[src/rtl/reg_pipe.sv]
// Parameterised valid/data register pipeline with stall, flush and occupancy.
// Data leaves stage DEPTH-1 after exactly DEPTH enabled edges; there is no backpressure.
module reg_pipe #(
  parameter int               WIDTH     = 8,
  parameter int               DEPTH     = 4,
  parameter logic [WIDTH-1:0] RESET_VAL = '0
) (
  input  logic                       clk,
  input  logic                       rst,
  input  logic                       en,
  input  logic                       flush,
  input  logic                       in_valid,
  input  logic [WIDTH-1:0]           in_data,
  output logic                       out_valid,
  output logic [WIDTH-1:0]           out_data,
  output logic [$clog2(DEPTH+1)-1:0] occupancy,
  output logic                       busy
);

  localparam int OCC_W = $clog2(DEPTH + 1);

  logic [DEPTH-1:0] stage_vld;
  logic [WIDTH-1:0] stage_dat [DEPTH];
  logic [OCC_W-1:0] vld_count;

  // NOTE: the data registers are reset as well as the valid bits, because an
  // empty stage must read RESET_VAL; stage 0 loads RESET_VAL for bubbles so the
  // invariant then holds for every stage without extra output muxing.
  always_ff @(posedge clk) begin
    if (rst || flush) begin
      // NOTE: sequential state uses non-blocking assignments so every stage
      // samples its neighbour's pre-edge value and the shift happens in parallel.
      stage_vld <= '0;
      for (int k = 0; k < DEPTH; k++) begin
        stage_dat[k] <= RESET_VAL;
      end
    end else if (en) begin
      stage_vld[0] <= in_valid;
      stage_dat[0] <= in_valid ? in_data : RESET_VAL;
      for (int k = 1; k < DEPTH; k++) begin
        stage_vld[k] <= stage_vld[k-1];
        stage_dat[k] <= stage_dat[k-1];
      end
    end
  end

  // Population count of the valid bits; combinational so it can never lag an edge.
  always_comb begin
    // NOTE: the accumulator is given a value before the loop so no path leaves
    // it unassigned, which would otherwise infer a latch.
    vld_count = '0;
    for (int k = 0; k < DEPTH; k++) begin
      vld_count = vld_count + OCC_W'(stage_vld[k]);
    end
  end

  assign out_valid = stage_vld[DEPTH-1];
  assign out_data  = stage_dat[DEPTH-1];
  assign occupancy = vld_count;
  assign busy      = |stage_vld;

endmodule
[config.mk]
export PLATFORM = sky130hd
export DESIGN_NAME = reg_pipe
export DESIGN_NICKNAME = d
export VERILOG_FILES = /design/src/rtl/reg_pipe.sv
export SDC_FILE = /design/constraint.sdc
export NUM_CORES = 1
export LEC_CHECK = 0
export ABC_CLOCK_PERIOD_IN_PS = 2000
export CAP_MARGIN = 20
export CORE_UTILIZATION = 50
export CTS_CLUSTER_SIZE = 12
export DETAILED_ROUTE_END_ITERATION = 8
export PLACE_DENSITY = 0.76
export SLEW_MARGIN = 15
export SYNTH_ARGS = -nofsm -noshare
export SYNTH_HDL_FRONTEND = slang
export SYNTH_SLANG_ARGS = --single-unit
[constraint.sdc]
create_clock -name clk -period 2 [get_ports clk]
set_clock_uncertainty 0.1 [all_clocks]
set_input_delay 0.2 -clock clk [delete_from_list [all_inputs] [get_ports clk]]
set_output_delay 0.2 -clock clk [all_outputs]
set_load 0.05 [all_outputs]
==> impl_metrics.py <==
metrics = {
    "drt": {
        "via_count": 800,
        "wirelength_um": 1880,
        "wl_per_cell_um": 11.68,
        "postRouteAntennaNets": 0,
        "drc": 0,
        "drt-vias-per-instance": 4.969,
        "drt_iter0_drc": 19,
        "drt_pass1_iterations": 4,
    },
    "worst_setup_path": {
        "timing.critical_path.to_type": "output pin",
        "cp-startpoint": "stage_vld[3]",
        "critPathLaunchType": "flop",
        "criticalPathCategory": "flop to output pin",
        "crit_fanout": 2,
        "worstPathArrival_ps": 1840,
        "critPathTopFamily": "adder cells",
        "slowest_stage": "fa_1",
        "cpPeakStageDelay_ps": 540,
        "critPathBufInv": 3,
        "critPathRequiredTime_ps": 1700,
        "reg2reg_from": "stage_vld[1]",
        "path_cells": "inv_2, fa_1, inv_2, ha_4, ha_4, buf_12",
    },
    "synthesis": {
        "yosys.cell_types.count": 16,
        "ys_seq_elements": 36,
        "ys_warn_count": 0,
        "postSynthCellCount": 101,
        "seq_area_frac_synth_pct": 67.97,
        "synth_area_per_cell_um2": 15.16,
        "syn_nets": 118,
        "synth_area_mm2": 0.001531,
    },
    "sta": {
        "drv_slew": 0,
        "period_share_pct": 107.0,
        "finalWorstSetupSlack_ps": -140.6,
        "hold_violations": 0,
        "setup_viol_count_final": 2,
        "slew-limit-headroom_pct": 57.96,
        "finalCriticalPeriod_ps": 2141,
        "worst_pin_slew_ps": 629.9,
        "fmax_mhz": 467.2,
        "rsz0062_at_grt": "yes",
    },
    "placement": {
        "dp_slack_ps": 110.4,
        "hpwl_um": 1217,
        "place_area_mm2": 0.001798,
        "portBuffers": 25,
        "gp_congestion": 0.7556,
    },
    "layout": {
        "multi_input_area_um2": 402.9,
        "seqCellArea_mm2": 0.001047,
        "num_antenna_cells": 0,
        "drive_above_1_share_pct": 30.77,
        "nets": 146,
        "areaGrowthSynthToFinish_pct": 25.82,
        "layout.filler_cells": 203,
        "stdcell_area_mm2": 0.001927,
    },
    "hold_path": {
        "hp-class": "input port to flop",
        "min-delay-start": "in_data[6]",
    },
    "die": {
        "fp.dieW_um": 57.35,
        "pin_count": 26,
        "fp.coreArea_mm2": 0.002829,
        "initial_utilization_pct": 54.14,
        "fp.dieH_um": 57.35,
        "dieArea_mm2": 0.003288,
        "rows": 19,
    },
    "clocking": {
        "clock-sinks": 36,
        "ctsHoldBuffers": 0,
        "cts_made_buffers": 5,
        "cts_root_buf": "clkbuf_4",
        "tritoncts": "yes",
        "cts.clk_slew.worst_paths_ps": 100,
        "worst_skew_pair.late_latency_ps": 330,
        "clockBufferDepth": 2,
        "htree_levels": 2,
    },
    "global_routing": {
        "grt_pass1_vias": 776,
        "grt_start_max_net_pins": 33,
        "overflow": 0,
        "antenna_found_initial": 0,
        "track_usage_pct": 14.19,
        "grt_pass1_wl_um": 3305,
    },
    "run_status": {
        "status": "finished, violations left",
        "failed_checks": "negative setup slack",
    },
    "power_and_ir_drop": {
        "finalPower_mw": 1.452,
        "peakVddDrop_uv": 655.0,
        "power_density_mw_per_mm2": 753.5,
        "p_leak_nw": 0.7885,
    },
    "run": {
        "maxCapViolations": 0,
    },
}
[cells in the final DEF (no fill, tap or decap), types with 2 or more instances in the layout]
cell	Yosys	routed
and2_2	11	11
buf_4	8	7
inv_1	5	2
edfxtp_1	32	32
clkbuf_4	0	5
nor3_1	4	4
mux2i_1	4	4
inv_2	0	3
buf_12	0	4
ha_4	0	2
clkdlybuf4s50_1	0	21
and2_1	21	21
dfxtp_2	0	2
[per-stage QoR]
| stage | utilization, % | instances | hold slack [ps] | setup TNS [ps] |
|---|---|---|---|---|
| 5_1_grt | 68.11 | 161 | 422.6 | -356.4 |
| 2_1_floorplan | - | 101 | 167.1 | 0 |
| 6_report | 68.11 | 161 | 421.9 | -188.6 |
| 3_3_place_gp | 63.56 | 148 | 399.3 | 0 |
| 3_5_place_dp | 63.56 | 148 | 408.4 | 0 |
| 4_1_cts | 67.85 | 160 | 409.3 | -260.3 |
[worst reg2reg max path, cell delays in order, from the launching register on]
cell and delay [ps]:
dfxtp_2 340, buf_4 120, buf_4 130, mux2i_1 140
nor3_1 70
[logic make-up (layout without fill, tap and decap cells)]
| kind of cell | count (synthesis) | after routing | share of synthesized area (%) |
|---|---|---|---|
| adder cells (fa/ha/maj) | 4 | 4 | 3.758 |
| buffers and inverters | 16 | 45 | 7.353 |
| flip-flops | 36 | 36 | 67.97 |
| multiplexers | 4 | 4 | 2.614 |
| AND/OR/NAND/NOR | 41 | 41 | 18.30 |
[power breakdown]
| group | leakage (nW) | total, mW | internal [mW] | switching [mW] |
|---|---|---|---|---|
| Clock | 0.0422 | 0.486 | 0.262 | 0.224 |
| Combinational | 0.340 | 0.116 | 0.0534 | 0.0624 |
| Sequential | 0.406 | 0.850 | 0.843 | 0.00676 |
| Total | 0.788 | 1.45 | 1.16 | 0.293 |
[path summary, 6_finish.rpt]
| path | endpoint | slack, ps | depth (start not counted) |
|---|---|---|---|
| max | occupancy[1] | -140 | 6 |
| min reg2reg | stage_dat[0][20] | 430 | 1 |
| max reg2reg | stage_vld[1] | 980 | 4 |
| min | stage_dat[0][6] | 420 | 2 |
[state kept, by name (all words and copies together) (netlist names)]
| signal | count |
|---|---|
| stage_dat | 32 |
| stage_vld | 4 |
[cell usage after synthesis, drive strengths merged]
| cell type | number | area share [%] |
|---|---|---|
| and2 | 32 | 14 |
| edfxtp | 32 | 63 |
| buf | 11 | 6.1 |
| inv | 5 | 1.2 |
| dfxtp | 4 | 5.2 |
| mux2i | 4 | 2.6 |
| nor3 | 4 | 1.3 |
| ha | 3 | 2.5 |
| and4bb | 1 | 0.82 |
| fa | 1 | 1.3 |
| nand2 | 1 | 0.24 |
| nor2 | 1 | 0.24 |
| nor3b | 1 | 1.2 |
| or3 | 1 | 0.49 |
[cell type report]
class | count | share of cell area [%]
sequential | 36 | 54.35
multi-input combinational | 49 | 20.91
timing repair buffer | 32 | 17.79
clock buffer | 6 | 2.143
tap | 31 | 2.013
clock inverter | 2 | 1.818
inverter | 5 | 0.9740
[what timing repair did]
action                                 in CTS  in global routing
buffers inserted                            4                  1
setup endpoints to repair                   3                  3
endpoints found under the hold margin       0                  0
pin swaps                                   2                  1
resized for setup                           6                  1
[per-layer routing]
layer,GRT usage (%),share of wire (%),vias to the layer above,wire (um)
met5,0,0,-,0
met4,9.408,2.8,0,53
met3,4.762,4.2,8,79
met2,23.26,54,22,1016
met1,15.69,39,375,730
li1,-,-,395,-
Power figures use the tool's default switching activity.
